$ cat config.mk
export PLATFORM = sky130hd
export DESIGN_NAME = alu_issue
export DESIGN_NICKNAME = d
export VERILOG_FILES = /design/src/rtl/alu_issue.sv
export SDC_FILE = /design/constraint.sdc
export NUM_CORES = 1
export LEC_CHECK = 0
export CAP_MARGIN = 20
export CORE_ASPECT_RATIO = 0.9
export CORE_UTILIZATION = 39
export CTS_CLUSTER_DIAMETER = 120
export DETAILED_ROUTE_END_ITERATION = 6
export GPL_ROUTABILITY_DRIVEN = 0
export PLACE_DENSITY = 0.81
export SYNTH_ARGS = -nofsm -noshare
export SYNTH_HDL_FRONTEND = slang
export SYNTH_SLANG_ARGS = --single-unit
$ cat constraint.sdc
create_clock -name clock -period 2.8 [get_ports clock]
set_clock_uncertainty 0.2 [all_clocks]
set_input_delay 0.56 -clock clock [delete_from_list [all_inputs] [get_ports clock]]
set_output_delay 0.56 -clock clock [all_outputs]
set_load 0.005 [all_outputs]
$ cat src/rtl/alu_issue.sv
// alu_issue: single-outstanding issue stage in front of a combinational
// 32-bit ALU. Decodes a MIPS-style opcode/funct pair into an ALU control
// code, presents latched operands to the ALU for one EXEC cycle, captures the
// ALU outputs and holds them as a response until the consumer takes it.
// Optional feature: define ALU_ISSUE_STICKY_ERR_EN to make err_sticky record
// any completed response that carried an error or a signed overflow.
module alu_issue (
  input  logic        clock,
  input  logic        reset,
  input  logic        req_valid,
  output logic        req_ready,
  input  logic [5:0]  opcode,
  input  logic [5:0]  funct,
  input  logic [31:0] operand_a,
  input  logic [31:0] operand_b,
  output logic [3:0]  alu_control,
  output logic [31:0] alu_a,
  output logic [31:0] alu_b,
  input  logic [31:0] alu_result,
  input  logic        alu_zero,
  input  logic        alu_overflow,
  input  logic        alu_invalid,
  output logic        rsp_valid,
  input  logic        rsp_ready,
  output logic [31:0] rsp_result,
  output logic        rsp_zero,
  output logic        rsp_overflow,
  output logic        rsp_error,
  output logic        err_sticky
);

  typedef enum logic [1:0] {IDLE = 2'd0, EXEC = 2'd1, DONE = 2'd2} state_t;

  state_t      state_reg, state_next;
  logic [3:0]  ctrl_reg;
  logic [31:0] a_reg, b_reg;
  logic        ovf_en_reg;
  logic [31:0] result_reg;
  logic        zero_reg, ovf_reg, err_reg;

  logic        dec_hit;
  logic [3:0]  dec_ctrl;
  logic        dec_ovf_en;

  // Decode opcode/funct into ALU control; only add, sub and addi report overflow
  always_comb begin
    dec_hit    = 1'b1;
    dec_ctrl   = 4'h0;
    dec_ovf_en = 1'b0;
    if (opcode == 6'h00) begin
      case (funct)
        6'h20: begin dec_ctrl = 4'h2; dec_ovf_en = 1'b1; end
        6'h21: dec_ctrl = 4'h3;
        6'h22: begin dec_ctrl = 4'h6; dec_ovf_en = 1'b1; end
        6'h23: dec_ctrl = 4'h6;
        6'h24: dec_ctrl = 4'h0;
        6'h25: dec_ctrl = 4'h1;
        6'h27: dec_ctrl = 4'hC;
        6'h2A: dec_ctrl = 4'h7;
        default: dec_hit = 1'b0;
      endcase
    end else begin
      case (opcode)
        6'h08: begin dec_ctrl = 4'h2; dec_ovf_en = 1'b1; end
        6'h09: dec_ctrl = 4'h3;
        6'h0A: dec_ctrl = 4'h7;
        6'h0C: dec_ctrl = 4'h0;
        6'h0D: dec_ctrl = 4'h1;
        6'h04: dec_ctrl = 4'h6;
        6'h05: dec_ctrl = 4'h6;
        6'h23: dec_ctrl = 4'h2;
        6'h2B: dec_ctrl = 4'h2;
        default: dec_hit = 1'b0;
      endcase
    end
  end

  // State register
  always_ff @(posedge clock) begin
    if (reset) state_reg <= IDLE;
    else       state_reg <= state_next;
  end

  // Next state: a decode miss skips EXEC since there is nothing to compute
  always_comb begin
    state_next = state_reg;
    case (state_reg)
      IDLE:    if (req_valid) state_next = dec_hit ? EXEC : DONE;
      EXEC:    state_next = DONE;
      DONE:    if (rsp_ready) state_next = IDLE;
      default: state_next = IDLE;
    endcase
  end

  // Handshake outputs are pure functions of state
  always_comb begin
    req_ready = (state_reg == IDLE);
    rsp_valid = (state_reg == DONE);
  end

  // Operand/control latch on acceptance and response capture at end of EXEC
  always_ff @(posedge clock) begin
    if (reset) begin
      ctrl_reg   <= 4'h0;
      a_reg      <= 32'h0;
      b_reg      <= 32'h0;
      ovf_en_reg <= 1'b0;
      result_reg <= 32'h0;
      zero_reg   <= 1'b0;
      ovf_reg    <= 1'b0;
      err_reg    <= 1'b0;
    end else begin
      case (state_reg)
        IDLE: begin
          if (req_valid) begin
            if (dec_hit) begin
              ctrl_reg   <= dec_ctrl;
              a_reg      <= operand_a;
              b_reg      <= operand_b;
              ovf_en_reg <= dec_ovf_en;
            end else begin
              result_reg <= 32'h0;
              zero_reg   <= 1'b0;
              ovf_reg    <= 1'b0;
              err_reg    <= 1'b1;
            end
          end
        end
        EXEC: begin
          result_reg <= alu_result;
          zero_reg   <= alu_zero;
          ovf_reg    <= ovf_en_reg & alu_overflow;
          err_reg    <= alu_invalid;
        end
        default: ;
      endcase
    end
  end

  assign alu_control  = ctrl_reg;
  assign alu_a        = a_reg;
  assign alu_b        = b_reg;
  assign rsp_result   = result_reg;
  assign rsp_zero     = zero_reg;
  assign rsp_overflow = ovf_reg;
  assign rsp_error    = err_reg;

`ifdef ALU_ISSUE_STICKY_ERR_EN
  logic sticky_reg;

  // Remember any delivered response that carried an error or overflow
  always_ff @(posedge clock) begin
    if (reset)
      sticky_reg <= 1'b0;
    else if (rsp_valid && rsp_ready && (err_reg || ovf_reg))
      sticky_reg <= 1'b1;
  end

  assign err_sticky = sticky_reg;
`else
  assign err_sticky = 1'b0;
`endif

endmodule

After elaboration in Yosys (flattened, before gate mapping)
Cells that the tools add are included.
- output and inout port bits: 106
- register bits: 106
- word-level logic and storage cells: 67
- input port bits: 115
- mux-type cells: 23
- bitwise operators: 1
- reduce and logical (&&, ||, !) cells: 12
- eq/ne operators: 22
- operator list (kind ; number):
    32-bit two-way mux ; 2
    32-bit case mux with 2 select lines ; 1
    6-bit == test (second input constant) ; 10
    6-bit by 4-bit == test with 1-bit output (second input constant) ; 5
    4-bit case mux with 6 select lines ; 1
    3-bit case mux with 5 select lines ; 1
    6-bit by 3-bit == test with 1-bit output (second input constant) ; 2
    1-bit two-way mux ; 10
    9-bit OR reduction ; 1
    8-bit OR reduction ; 1
    6-bit logical NOT ; 1
    2-bit two-way mux ; 3
    1-bit case mux with 2 select lines ; 3
    2-bit case mux with 3 select lines ; 1
    3-bit AND reduction ; 2
    2-bit OR reduction ; 3
    4-bit two-way mux ; 1
    2-bit inequality test (second input constant) ; 2
    3-bit OR reduction ; 1
    2-bit by 1-bit == test with 1-bit output (second input constant) ; 1
    2-bit == test (second input constant) ; 1
    2-bit logical NOT ; 1
    2-bit by 1-bit inequality test with 1-bit output (second input constant) ; 1
    2-bit AND reduction ; 1
    other kinds (2) ; 2

Depth between registers and ports, before layout
- depth after elaboration: 7
- gate-level depth with buffers: 8
- mapped depth without buffers: 5

Worst setup path after synthesis
OpenSTA, ideal clock, no wires.
- path kind: input-to-reg
- start point: input port opcode[5]
- end point: register a_reg[0], in the netlist alu_a[0]
- cell stages on the path: 7
- data required time: 2.472 ns
- buffers on the path: 2
- arrival: 2.171 ns
- setup slack: 0.302 ns
- library setup time: 0.128 ns
- path through: or4_4 or3_4 o211ai_2 buf_6 buf_12 mux2i_1 nor2_1
- cells in the longest elaborated chain, start to end: 5
- elaborated cells on any way between the ends: 14
- classes of those cells: eq/ne: 9; mux: 2; reduce/logical: 3
- ends and longest elaborated chain (what ; line ; text):
    from (decl) ; 12 ; input logic [5:0] opcode,
    6-bit by 4-bit == test with 1-bit output, or another cell as far along ; 63 ; case (opcode)
    9-bit OR reduction (no line) ; n/a ;
    1-bit two-way mux ; 63 ;
    1-bit two-way mux (*) ; 50 ; if (opcode == 6'h00) begin
    3-bit AND reduction (no line) (*) ; n/a ;
    to (signal assigned) ; 118 ; a_reg <= operand_a;
    to (decl) ; 36 ; logic [31:0] a_reg, b_reg;
Every way passes the cells marked *; elsewhere a longest branch is shown, timed or not.
A chain may end at the register's enable or synchronous reset.

Worst setup path after layout
- start point: input port opcode[4]
- end point: register a_reg[4], in the netlist alu_a[4]
The elaborated chain is that of the path after synthesis.

==> impl_metrics.csv <==
group,metric,value,unit
clocking,clock_path_buffers,2,
timing,finalWorstSetupSlack,0.0516,ns
layout,fin_nets,709,
setup_path,required,2.83,ns
setup_path,cp_top_family,"simple AND/OR/NAND/NOR gates",
detailed_routing,drt-initial-drc-count,124,
setup_path,slowest_delay,0.52,ns
setup_path,reg2reg_depth,8,
die,row_count,34,
synthesis,synth_warnings,0,
clocking,clock_latency,0.34,ns
synthesis,ys_seq_elements,106,
setup_path,start_kind,"input pin",
clocking,h-tree-depth,3,
worst_hold_path,hp-class,"register to register",
timing,tns,0,ns
die,die_h,98.0,um
timing,fmax,0.364,GHz
clocking,cts_sinks,106,
timing,period_share,98.2,%
power,max-vdd-ir-drop,0.368,mV
synthesis,synthTopCellsByArea,"dfxtp_1 53%, mux2i_1 16%, a22o_1 7.2%",
grt,grt_pass1_wl,17200,um
clocking,cts_buffers,9,
power,p_int,2.61,mW
grt,grt_pass1_vias,3520,
layout,seqCellArea,2120,sq um
clocking,hold_buffers,0,
synthesis,synth_top_area_share,53.1,%
place,postPlaceCellArea,6350,sq um
synthesis,synth-edff-count,0,
setup_path,slowest_stage,"or4_4",
layout,multi_input_comb_area,1650,sq um
worst_hold_path,hold_path_depth,2,
power,p_clk_share,40.4,%
timing,rsz0062_at_grt,"true",
grt,grt_overflow,0,
die,core-area,9830,sq um
clocking,tritoncts,"built",
power,swShare,21.7,%
setup_path,r2r-end,"ovf_en_reg$_SDFFE_PP0P_",
layout,n_fill_cell,755,
setup_path,setup.worst_path.class,"input pin to register",
place,place.port_buffers,219,
synthesis,syn_area,4000,sq um
detailed_routing,drc,0,
setup_path,cp_cell_sequence,"clkdlybuf4s50_1, or4_4, or3_4, o211ai_4, buf_12, buf_16, mux2i_4, nor2_1",
detailed_routing,finalWirelength,11400,um
run_status,status,"finished, final reports clean",
grt,use_met3,8.54,%
setup_path,crit_fanout,25,
layout,finalNonFillerCells,725,
die,start_util,40.7,%
grt,grt_use_met2,38.7,%
place,dp_hpwl,8610,um
grt,track_usage,21.0,%
power,p_total,3.33,mW
synthesis,async_reset_ff_share,0,%
setup_path,timing.rr.start,"state_reg[1]$_SDFFE_PP0P_",
layout,syn_to_final_growth,68.8,%
synthesis,yosysUniqueCellTypes,40,
timing,period_needed,2.75,ns
synthesis,syn_inst,360,
timing,finalHoldViolCount,0,
synthesis,yosysSeqAreaShare,53.1,%
synthesis,synth_top_cell_by_area,"dfxtp_1",
detailed_routing,viasPerCell,4.89,
grt,antenna_found_initial,0,
worst_hold_path,hp-start,"alu_control[3]$_SDFFE_PP0P_",
detailed_routing,routedWlPerCell,15.7,um
layout,diodes,0,
grt,grt_busiest_layer,"met2",
die,io-pin-count,221,
synthesis,syn_avg_cell_area,11.1,sq um
setup_path,critPathBufInv,3,
setup_path,crit_cells,8,
layout,fin_area,6750,sq um
setup_path,cp.arrival,2.78,ns
run,max_cap_viol_count,0,
detailed_routing,vias,3543,
place,place_inst,707,
die,die-area,10700,sq um
clocking,clk_pin_slew_worst_paths,0.07,ns
timing,hold-worst-slack,0.263,ns
power,powerDensity,494,nW/um^2
synthesis,syn_nets,475,
grt,grt_max_degree,35,
detailed_routing,drtPass1Iterations,4,
die,fp.dieW,109,um
power,seqPwrFrac,46.8,%
layout,drive_above_1_share,9.18,%
power,p_switching,0.724,mW
timing,setup_violations,0,
setup_path,crit_path_end_kind,"register",
setup_path,r2r_slack,0.61,ns
detailed_routing,antenna_left,0,
power,comb_power_share,12.9,%
clocking,ctsRootBufferMaster,"clkbuf_16",
grt,use_met1,21.4,%
synthesis,synthFlopType,"dfxtp_1",
place,pre_cts_ws,-0.308,ns
worst_hold_path,hold_end,"alu_control[3]$_SDFFE_PP0P_",
timing,drv_slew,0,
power,power.leakage,2.98,nW
layout,fin_util,68.6,%
## power by group through the flow
stage	sequential [mW]	combinational (mW)	clock, mW
after floorplan	1.59	0.147	0
after global placement	1.59	0.412	0
after detailed placement	1.59	0.421	0
after CTS	1.56	0.424	1.38
after global routing	1.56	0.461	1.45
final	1.56	0.429	1.35
## layout make-up
class | count | area share [%]
inverters | 4 | 0.223
clock inverters | 6 | 1.34
well taps | 126 | 2.34
clock buffers | 10 | 3.39
repair buffers | 247 | 36.7
flip-flops and latches | 106 | 31.5
multi-input cells | 226 | 24.5
## worst max-delay path by stage
stage / start / to / slack (ns)
final: opcode[4] / alu_a[4]$_SDFFE_PP0P_ / 0.05
after detailed placement: opcode[5] / alu_b[30]$_SDFFE_PP0P_ / -0.31
after floorplan: opcode[5] / alu_a[0]$_SDFFE_PP0P_ / 0.30
after global routing: opcode[0] / alu_b[25]$_SDFFE_PP0P_ / -0.002
after global placement: opcode[5] / alu_b[7]$_SDFFE_PP0P_ / -0.25
after CTS: opcode[5] / alu_b[30]$_SDFFE_PP0P_ / 0.03
## kinds of logic (layout without fill, tap and decap cells)
group | Yosys count | in the layout | share of synthesized area, %
flops | 106 | 106 | 53.1
other cells | 1 | 1 | 0.0938
mux | 65 | 65 | 16.3
compound gates | 54 | 54 | 11.7
buf+inv | 28 | 267 | 6.32
simple gates | 106 | 106 | 12.5
## synthesized netlist by cell type, types with 4 or more instances
master and instances:
inv_1 4, a22o_1 33, nor2_1 73, buf_12 7, dfxtp_1 106, a21oi_1 5
clkbuf_1 12, mux2i_1 65, nand2_1 6, buf_6 4, nor2b_1 8
## timing repair
action | 4_1_cts | 5_1_grt
setup buffers | 0 | 1
gates resized for setup | 0 | 6
endpoints found under the setup margin | 0 | 12
## worst reg2reg max path, delay by kind of cell, from the launching register on
family                 cells  cell delay (ns)
AOI/OAI and AO/OA          2             0.21
buffers and inverters      3             0.50
and+or+nand+nor            3             0.88
DFF                        1             0.34
## layout by cell type, fill, tap and decap left out, drive strengths merged, types with 6 or more instances in the layout
cell type      count
clkbuf            11
nor2b              8
nor2              73
buf               28
a22o              33
clkdlybuf4s50    217
nand2              6
dfxtp            106
mux2i             65
## metal layers
metal | share of wire, % | wire, um
met1 | 39 | 4400
met5 | 0 | 0
met3 | 9.9 | 1130
met2 | 51 | 5770
met4 | 0.96 | 109
No activity file was read; power rests on OpenSTA's default activity.
